File: src/rtl/rp_tick_sched_if.sv
// Partition-facing bus of the tick scheduler: step strobe, direction,
// counter readback and the reconfiguration handshake / isolation control.
interface rp_tick_sched_if;
  logic       rp_tick;
  logic       rp_dir;
  logic [3:0] rp_dout;
  logic       pr_req;
  logic       pr_done;
  logic       pr_decouple;

  // Scheduler side
  modport master (
    output rp_tick, rp_dir, pr_decouple,
    input  rp_dout, pr_req, pr_done
  );

  // Partition / reconfiguration-controller side
  modport slave (
    input  rp_tick, rp_dir, pr_decouple,
    output rp_dout, pr_req, pr_done
  );
endinterface

File: src/rtl/rp_tick_sched.sv
// Tick scheduler for a reconfigurable counter partition. Issues a one-cycle
// step strobe every 'period' cycles while running, samples the partition
// counter one cycle after each step, and sequences partial reconfiguration:
// drain the outstanding sample, isolate the partition, wait for reload,
// hold isolation for SETTLE cycles, then resume.
module rp_tick_sched #(
  parameter int unsigned PERIOD_RST = 10000000,
  parameter int unsigned SETTLE     = 4
) (
  input  logic        clk,
  input  logic        rst_n,
  input  logic        run,
  input  logic        period_ld,
  input  logic [31:0] period_val,
  input  logic        din,
  output logic [3:0]  dout,
  output logic [2:0]  state,
  output logic [7:0]  pr_count,
  rp_tick_sched_if.master pbus
);

  typedef enum logic [2:0] {
    S_IDLE      = 3'd0,
    S_RUN       = 3'd1,
    S_DRAIN     = 3'd2,
    S_DECOUPLED = 3'd3,
    S_RECOVER   = 3'd4
  } state_t;

  state_t      state_reg, state_next;
  logic [31:0] ticks_reg, ticks_next;
  logic [31:0] period_reg;
  logic        decouple_reg, decouple_next;
  logic [15:0] settle_reg, settle_next;
  logic [7:0]  pr_count_reg, pr_count_next;
  logic        din_reg;
  logic        sample_pending_reg;
  logic [3:0]  dout_reg;
  logic        tick;

  // FSM and counter state register
  always_ff @(posedge clk or negedge rst_n) begin
    if (!rst_n) begin
      state_reg    <= S_IDLE;
      ticks_reg    <= '0;
      decouple_reg <= 1'b0;
      settle_reg   <= '0;
      pr_count_reg <= '0;
    end else begin
      state_reg    <= state_next;
      ticks_reg    <= ticks_next;
      decouple_reg <= decouple_next;
      settle_reg   <= settle_next;
      pr_count_reg <= pr_count_next;
    end
  end

  // Next-state logic; the step strobe is decoded from the current count
  always_comb begin
    state_next    = state_reg;
    ticks_next    = ticks_reg;
    decouple_next = decouple_reg;
    settle_next   = settle_reg;
    pr_count_next = pr_count_reg;
    tick          = 1'b0;
    case (state_reg)
      S_IDLE: begin
        ticks_next = '0;
        if (pbus.pr_req)
          state_next = S_DRAIN;
        else if (run)
          state_next = S_RUN;
      end
      S_RUN: begin
        // >= so that shrinking the period mid-count fires on the next cycle
        if (ticks_reg >= period_reg - 32'd1) begin
          tick       = 1'b1;
          ticks_next = '0;
        end else begin
          ticks_next = ticks_reg + 32'd1;
        end
        if (pbus.pr_req) begin
          state_next = S_DRAIN;
        end else if (!run) begin
          state_next = S_IDLE;
          ticks_next = '0;
        end
      end
      S_DRAIN: begin
        // Wait for the last partition sample before isolating it
        if (!sample_pending_reg) begin
          decouple_next = 1'b1;
          state_next    = S_DECOUPLED;
        end
      end
      S_DECOUPLED: begin
        if (pbus.pr_done) begin
          state_next  = S_RECOVER;
          settle_next = '0;
        end
      end
      S_RECOVER: begin
        if (settle_reg == 16'(SETTLE - 1)) begin
          decouple_next = 1'b0;
          ticks_next    = '0;
          if (pr_count_reg != 8'hFF)
            pr_count_next = pr_count_reg + 8'd1;
          state_next = run ? S_RUN : S_IDLE;
        end else begin
          settle_next = settle_reg + 16'd1;
        end
      end
      default: state_next = S_IDLE;
    endcase
  end

  // Period register; values below 2 would make the terminal count degenerate
  always_ff @(posedge clk or negedge rst_n) begin
    if (!rst_n)
      period_reg <= 32'(PERIOD_RST);
    else if (period_ld)
      period_reg <= (period_val < 32'd2) ? 32'd2 : period_val;
  end

  // Direction register and one-cycle-delayed capture of the partition counter
  always_ff @(posedge clk or negedge rst_n) begin
    if (!rst_n) begin
      din_reg            <= 1'b0;
      sample_pending_reg <= 1'b0;
      dout_reg           <= '0;
    end else begin
      din_reg            <= din;
      sample_pending_reg <= tick;
      if (sample_pending_reg)
        dout_reg <= pbus.rp_dout;
    end
  end

  assign pbus.rp_tick     = tick;
  assign pbus.rp_dir      = din_reg;
  assign pbus.pr_decouple = decouple_reg;
  assign dout             = dout_reg;
  assign state            = state_reg;
  assign pr_count         = pr_count_reg;

endmodule

File: src/flat_wrapper.sv
// flat-port wrapper written by rule: the top's interface ports become plain ports
module rp_tick_sched_flat 
#(
  parameter int unsigned PERIOD_RST = 10000000,
  parameter int unsigned SETTLE     = 4
)
  (clk, rst_n, run, period_ld, period_val, din, dout, state, pr_count, pbus_rp_tick, pbus_rp_dir, pbus_pr_decouple, pbus_rp_dout, pbus_pr_req, pbus_pr_done);
  rp_tick_sched_if pbus_i ();
  input  logic clk;
  input  logic rst_n;
  input  logic run;
  input  logic period_ld;
  input  logic [31:0] period_val;
  input  logic din;
  output logic [3:0] dout;
  output logic [2:0] state;
  output logic [7:0] pr_count;
  output wire logic [$bits(pbus_i.rp_tick)-1:0] pbus_rp_tick;
  output wire logic [$bits(pbus_i.rp_dir)-1:0] pbus_rp_dir;
  output wire logic [$bits(pbus_i.pr_decouple)-1:0] pbus_pr_decouple;
  input wire logic [$bits(pbus_i.rp_dout)-1:0] pbus_rp_dout;
  input wire logic [$bits(pbus_i.pr_req)-1:0] pbus_pr_req;
  input wire logic [$bits(pbus_i.pr_done)-1:0] pbus_pr_done;
  assign pbus_rp_tick = pbus_i.rp_tick;
  assign pbus_rp_dir = pbus_i.rp_dir;
  assign pbus_pr_decouple = pbus_i.pr_decouple;
  assign pbus_i.rp_dout = pbus_rp_dout;
  assign pbus_i.pr_req = pbus_pr_req;
  assign pbus_i.pr_done = pbus_pr_done;
  rp_tick_sched #(.PERIOD_RST(PERIOD_RST), .SETTLE(SETTLE)) u_core (.clk(clk), .rst_n(rst_n), .run(run), .period_ld(period_ld), .period_val(period_val), .din(din), .dout(dout), .state(state), .pr_count(pr_count), .pbus(pbus_i));
endmodule
File: config.mk
export PLATFORM = sky130hd
export DESIGN_NAME = rp_tick_sched_flat
export DESIGN_NICKNAME = d
export VERILOG_FILES = /design/src/rtl/rp_tick_sched_if.sv /design/src/rtl/rp_tick_sched.sv /design/src/flat_wrapper.sv
export SDC_FILE = /design/constraint.sdc
export NUM_CORES = 1
export LEC_CHECK = 0
export CAP_MARGIN = 10
export CORE_MARGIN = 1.5
export CORE_UTILIZATION = 62
export CTS_CLUSTER_DIAMETER = 150
export CTS_CLUSTER_SIZE = 40
export DETAILED_ROUTE_END_ITERATION = 8
export PLACE_DENSITY = 0.87
export SYNTH_ARGS = -nofsm -noshare
export SYNTH_HDL_FRONTEND = slang
export SYNTH_SLANG_ARGS = --single-unit
export TNS_END_PERCENT = 50
File: constraint.sdc
create_clock -name clk -period 11 [get_ports clk]
set_input_delay 3.3 -clock clk [delete_from_list [all_inputs] [get_ports clk]]
set_output_delay 3.3 -clock clk [all_outputs]
set_load 0.02 [all_outputs]
Yosys cells after proc, flatten, opt, wreduce, memory -nomap -nowiden
Index checks and enable logic that the tools add are counted.
- logic and storage cells: 59
- output and inout port bits: 18
- register bits: 98
- order comparisons: 2
- eq/ne operators: 12
- reduce and logical (&&, ||, !) cells: 9
- muxes and demuxes: 23
- $add $sub $neg: 4
- operator list (kind ; count):
    two-way mux 32 bit ; 5
    one-hot mux 32 bit (3 select lines) ; 1
    adder 32 x 1 -> 32 bit, second input constant ; 1
    greater-or-equal comparator 32 bit ; 1
    less-than comparator 32 x 2 -> 1 bit, second input constant ; 1
    two-way mux 16 bit ; 2
    one-hot mux 16 bit (2 select lines) ; 1
    subtractor 32 x 1 -> 32 bit, second input constant ; 1
    two-way mux 3 bit ; 7
    adder 16 x 1 -> 16 bit, second input constant ; 1
    equality test 16 x 2 -> 1 bit, second input constant ; 1
    one-hot mux 3 bit (5 select lines) ; 1
    AND reduction 3 bit ; 3
    adder 8 x 1 -> 8 bit, second input constant ; 1
    inequality test 8 bit, second input constant ; 1
    equality test 3 x 2 -> 1 bit, second input constant ; 2
    inequality test 2 bit, second input constant ; 3
    inequality test 3 bit, second input constant ; 2
    two-way mux 1 bit ; 5
    AND reduction 5 bit ; 1
    nonzero test 2 bit ; 2
    equality test 3 x 1 -> 1 bit, second input constant ; 1
    equality test 3 bit, second input constant ; 1
    zero test 3 bit ; 1
    other kinds (4) ; 4

Longest topological paths before layout
Gate-level depths: netlist of the first run.
- depth after elaboration: 6
- gate-level depth with buffers: 17
- depth with buffers taken out: 15

Worst setup path after synthesis of the first run
Ideal clock, no wire load.
- path type: reg2out
- start point: reg u_core.period_reg[0]
- end point: out pbus_rp_tick
- stages on the path, launching flop included: 17
- path slack: 4.073 ns
- path buffers: 2
- data required time: 7.700 ns
- data arrival time: 3.627 ns
- cell sequence: dfrtp_1 inv_1 ha_1 or4b_1 nor3_1 and3_1 nand2_2 nor3_1 xnor2_1 ha_1 nand4_1 nor3_1 o21ai_0 a31oi_1 buf_2 buf_2 o21a_1
- word-level cells in the longest chain between the ends: 4
- ends and longest elaborated chain (what ; line ; RTL):
    from (decl) ; rp_tick_sched.sv:32 ; logic [31:0] period_reg;
    from (signal assigned) ; rp_tick_sched.sv:120 ; period_reg <= 32'(PERIOD_RST);
    from (signal assigned) ; rp_tick_sched.sv:122 ; period_reg <= (period_val < 32'd2) ? 32'd2 : period_val;
    subtractor 32 x 1 -> 32 bit ; rp_tick_sched.sv:76 ; if (ticks_reg >= period_reg - 32'd1) begin
    greater-or-equal comparator 32 bit ; rp_tick_sched.sv:76 ;
    two-way mux 1 bit ; rp_tick_sched.sv:76 ;
    two-way mux 1 bit ; rp_tick_sched.sv:66 ; case (state_reg)
    to (decl) ; flat_wrapper.sv:18 ; output wire logic [$bits(pbus_i.rp_tick)-1:0] pbus_rp_tick;
Every way passes these cells.

Final worst setup path of the first run
Same ends and word-level chain as after synthesis.

==> results_dict.tcl, run 1 <==
set metrics [dict create \
    hold_ws_ps 517 \
    clkTransAtPathRegs_ps 90 \
    ys_types 60 \
    rows 35 \
    insertedDiodeCount 0 \
    grt_usage_pct 27.2 \
    place_inst 774 \
    rsz0062_at_grt "no" \
    port_buffers 60 \
    period_needed_ps 8240 \
    grt_first_pass_wirelength_microns 22300 \
    dp_hpwl_microns 9840 \
    syn_area_sq_um 6010 \
    finClkSkew_ps 13.8 \
    num-fill-cells 660 \
    post_cts_buffers 0 \
    dr_total_vias 5018 \
    synth_seq_cells 98 \
    grt_pass1_vias 4808 \
    finalNetCount 735 \
    fp.dieH_microns 101 \
    peakVddDrop_uv 75.6 \
    tns_ps 0 \
    gp_congestion 0.855 \
    status "completed" \
    layout-drive-gt1-share_pct 12.0 \
    crit_path_start_kind "flip-flop" \
    drc 0 \
    p_total_uw 907 \
    ys_async_sr_fraction_pct 100 \
    grt_max_degree 54 \
    p_leak_nw 2.93 \
    relSlewSlack_pct 25.4 \
    worst_slew_pin_slew_ps 1120 \
    yosysSeqAreaShare_pct 41.0 \
    cts_tree "yes" \
    drtIter0Drc 270 \
    end_kind "output pin" \
    drtPass1Iterations 5 \
    io_pins 61 \
    die_x_microns 101 \
    ys_warn_count 0 \
    synth_ff_type "dfrtp_1" \
    maxCapViolCount 0 \
    synth_edf_count 0 \
    wl_per_cell_microns 17.0 \
    final.period_utilization_pct 74.9 \
    crit_required_ps 7700 \
    syn-instance-count 604 \
    hold_violations 0 \
    areaGrowthSynthToFinish_pct 15.0 \
    avgSynthCellArea_sq_um 9.95 \
    cts_root_buf "clkbuf_8" \
    ctsHoldBuffers 0 \
    vias_per_cell 6.35 \
    wl_microns 13400 \
    p_per_area_nw_per_um2 131 \
    fmax_ghz 0.121 \
    clkLatencyLatePin_ps 370 \
    drtAntennaViolNets 0 \
    hold_path_class "flip-flop to flip-flop" \
    grt_remaining_overflow 0 \
    fin_cells 790 \
    antenna_found_initial 0 \
    path_max_fanout 29 \
    start_util_pct 64.5 \
    slew_viol_final 0 \
    synth_nets 683 \
    critPathKind "flip-flop to output pin" \
    core_region_area_sq_um 9330 \
    cts_max_path_buffers 2 \
    cts_sinks 98 \
    cts_made_buffers 9 \
    cts_resized 0 \
    setup_viol 0 \
    htree_levels 3 \
    die_area_sq_um 10300 \
    final_util_pct 74.1 \
    crit_arrival_ps 4940 \
]
-- path summary, 6_finish.rpt --
| path | start | to | slack (ps) | depth (start not counted) |
|---|---|---|---|---|
| min reg2reg | u_core.dout[1] | u_core.dout[1] | 520 | 1 |
| max reg2reg | u_core.period_reg[0] | u_core.ticks_reg[15] | 5180 | 16 |
| min | u_core.dout[1] | u_core.dout[1] | 520 | 1 |
| min in group asynchronous | rst_n | u_core.settle_reg[9] | 2910 | 1 |
| max in group asynchronous | rst_n | u_core.period_reg[17] | 7000 | 2 |
| max | u_core.period_reg[0] | pbus_rp_tick | 2760 | 16 |
-- synthesized netlist by cell type (5+ instances only) --
cell      count  area share (%)
nand4_1      17             1.8
nand2_1      44             2.7
dfstp_2       8             3.5
nor4b_1       9             1.3
o31ai_1       8             1.0
mux2_2       35             6.6
a22o_1        5            0.73
dfrtp_1      90              37
a21oi_1      14             1.2
ha_1         36             7.5
o21ai_0      18             1.5
clkbuf_1     19             1.2
and3_1       17             1.8
a21o_1        5            0.62
xor2_1       10             1.5
inv_1        11            0.69
nor2_1       50             3.1
a221o_1      15             2.5
xnor2_1      39             5.7
and4_1       15             2.2
nor3_1       29             2.4
nand3_1      18             1.5
nor4_1       24             2.5
-- final cells by class --
class | count | area, sq um | area share [%]
Clock inverter | 6 | 66.3 | 0.959
Timing Repair Buffer | 64 | 628 | 9.09
Tap cell | 129 | 161 | 2.34
Sequential cell | 98 | 2460 | 35.6
Inverter | 11 | 41.3 | 0.597
Multi-Input combinational cell | 472 | 3420 | 49.5
Clock buffer | 10 | 128 | 1.85
-- power breakdown --
part,switching [mW],internal (mW)
registers,0.0414,0.390
clock network,0.132,0.106
logic,0.140,0.0981
-- critical path: stages (launching register included) --
cell,delay [ps]
dfrtp_1,400
inv_1,110
ha_1,210
or4b_1,520
nor3_1,360
and3_1,310
nand2_2,110
nor3_1,260
xnor2_1,110
ha_1,320
nand4_1,150
nor3_1,260
o21ai_0,170
a31oi_2,160
buf_4,320
o21a_1,210
clkdlybuf4s50_1,600
-- cells by family (layout without fill, tap and decap cells) --
| group | after synthesis | after routing | share of synthesized area [%] |
|---|---|---|---|
| and+or+nand+nor | 260 | 260 | 24.5 |
| DFF | 98 | 98 | 41.0 |
| AOI/OAI and AO/OA | 92 | 92 | 11.2 |
| xor gates and xnor gates | 49 | 49 | 7.14 |
| adders and majority gates | 36 | 36 | 7.49 |
| muxes | 35 | 35 | 6.56 |
| buffers and inverters | 34 | 91 | 2.19 |
-- per-stage QoR --
step / worst slack [ps] / instance area [sq um]
global route: 2380 / 6910
finish: 2760 / 6910
CTS: 2780 / 6910
floorplan: 4070 / 6010
detailed placement: 3190 / 6720
global placement: 3340 / 6720
-- layout by cell type (no fill, tap or decap), types with 18 or more instances in the layout --
cell,netlist,layout
dfrtp_1,90,90
xnor2_1,39,39
ha_1,36,36
mux2_2,35,35
nor4_1,24,24
nor3_1,29,29
nand3_1,18,18
nand2_1,44,44
nor2_1,50,50
clkdlybuf4s50_1,0,59
o21ai_0,18,18
-- per-layer routing --
layer	global-route usage, %	vias up	routed length, microns
met4	9.29	0	269
met5	0	-	0
met1	37.4	2413	6060
met3	3.73	22	793
met2	44.7	197	6310
li1	-	2386	-
No activity file was read; power rests on OpenSTA's default activity.
==> run 2: changes to the inputs <==
Settings changed: CORE_UTILIZATION 62 to 52, PLACE_DENSITY 0.87 to 0.78.
Clock period 11 ns to 6.7 ns, I/O delays scaled along.
==> results_dict.tcl, run 2 (synthesized netlist as in run 1, its figures left out) <==
set metrics [dict create \
    status "completed" \
    cts_tree "yes" \
    dr_total_vias 4986 \
    drc 0 \
    p_per_area_nw_per_um2 227 \
    multi_input_area_sq_um 3440 \
    rr_startpoint "u_core.period_reg[0]" \
    period_needed_ps 6230 \
    p_total_mw 1.60 \
    fp.dieH_microns 111 \
    grt_pass1_vias 4821 \
    maxCapViolCount 0 \
    post_cts_buffers 0 \
    grt_util_met2_pct 36.3 \
    grt_util_met1_pct 30.1 \
    tns_ps 0 \
    hold_path_class "flip-flop to flip-flop" \
    peakVddDrop_uv 170 \
    cts_max_path_buffers 2 \
    setup.worst_path.start "u_core.period_reg[0]" \
    grt_first_pass_wirelength_microns 23000 \
    die_x_microns 111 \
    hold_violations 0 \
    setup_viol 0 \
    relSlewSlack_pct 37.4 \
    port_buffers 60 \
    finClkSkew_ps 7.51 \
    cts_sinks 98 \
    slew_viol_final 0 \
    crit_arrival_ps 4220 \
    crit_required_ps 4690 \
    final_cell_mix "90 x dfrtp_1, 58 x clkdlybuf4s50_1, 50 x nor2_1" \
    cts_root_buf "clkbuf_16" \
    top_usage_layer "met2" \
    rows 39 \
    drtAntennaViolNets 0 \
    core_region_area_sq_um 11400 \
    finalNetCount 736 \
    clkTransAtPathRegs_ps 70 \
    cts_made_buffers 9 \
    layout_commonest_cell "dfrtp_1" \
    grt_util_met3_pct 4.12 \
    gp_congestion 0.881 \
    regArea_sq_um 2460 \
    worst_slew_pin_slew_ps 937 \
    die_area_sq_um 12200 \
    p_leak_nw 2.98 \
    rsz0062_at_grt "no" \
    crit_path_start_kind "flip-flop" \
    path_max_fanout 4 \
    htree_levels 3 \
    wl_per_cell_microns 17.0 \
    num-fill-cells 918 \
    fmax_ghz 0.160 \
    layout-drive-gt1-share_pct 12.4 \
    grt_usage_pct 22.9 \
    drtIter0Drc 310 \
    grt_remaining_overflow 0 \
    end_kind "output pin" \
    clkLatencyLatePin_ps 350 \
    critPathKind "flip-flop to output pin" \
    areaGrowthSynthToFinish_pct 17.0 \
    antenna_found_initial 0 \
    hold_path.startpoint "u_core.pr_count[7]" \
    vias_per_cell 6.19 \
    grt_max_degree 52 \
    insertedDiodeCount 0 \
    final.period_utilization_pct 93.0 \
    dp_hpwl_microns 10100 \
    io_pins 61 \
    drtPass1Iterations 5 \
    start_util_pct 52.9 \
    wl_microns 13700 \
]
## run 2: critical path, stage by stage, from the launching register on
cell,delay [ps]
dfrtp_1,390
inv_1,100
ha_1,200
or4b_1,530
nor4_1,460
nand2_1,150
nor3_1,210
xnor2_1,160
ha_1,260
nand2_1,80
o21bai_1,90
a2111oi_1,560
a31oi_2,190
o21a_1,270
dlymetal6s2s_1,220
## run 2: layer usage
layer	share of wire, %	vias up	wire length [microns]
met5	0	-	0
met4	2.3	0	319
met3	4.6	21	629
met2	48	164	6540
met1	45	2421	6220
li1	-	2380	-
## run 2: report_power, final
part	leakage (nW)	switching, mW	internal [mW]
clock	0.132	0.227	0.263
combinational	1.58	0.231	0.164
sequential	1.27	0.0695	0.640
## run 2: final timing paths
| path | to | slack (ps) | cells after the start |
|---|---|---|---|
| max in group asynchronous | u_core.period_reg[11] | 3960 | 2 |
| worst max register to register | u_core.ticks_reg[24] | 2080 | 16 |
| worst min register to register | u_core.pr_count[7] | 500 | 1 |
| min in group asynchronous | u_core.pr_count[6] | 1660 | 1 |
| worst max-delay path | pbus_rp_tick | 470 | 14 |
| worst min-delay path | u_core.pr_count[7] | 500 | 1 |
## run 2: cell type report
| class | instances | share of cell area, % |
|---|---|---|
| clock buffer | 11 | 3.45 |
| clock inverter | 5 | 0.533 |
| inverter | 11 | 0.587 |
| multi-input combinational | 472 | 48.8 |
| sequential | 98 | 35.0 |
| tap | 143 | 2.54 |
| timing repair buffer | 65 | 9.07 |
## run 2: stage by stage
| stage | cell area (sq um) | util, % | worst slack [ps] | std cells | hold WS [ps] |
|---|---|---|---|---|---|
| finish | 7040 | 61.9 | 469 | 805 | 504 |
| global route | 7040 | 61.9 | 179 | 805 | 521 |
| CTS | 7030 | 61.8 | 52.5 | 805 | 507 |
| detailed placement | 6740 | 59.3 | 401 | 789 | 495 |
| global placement | 6740 | 59.3 | 595 | 789 | 479 |
| floorplan | 6010 | - | 1060 | 604 | 487 |
## run 2: repair_timing
action / 4_1_cts / 5_1_grt
gates resized for setup: 1 / 3
gates cloned: 0 / 0
endpoints found under the hold margin: 0 / 0
setup endpoints to repair: 1 / 1
hold buffers: 0 / 0
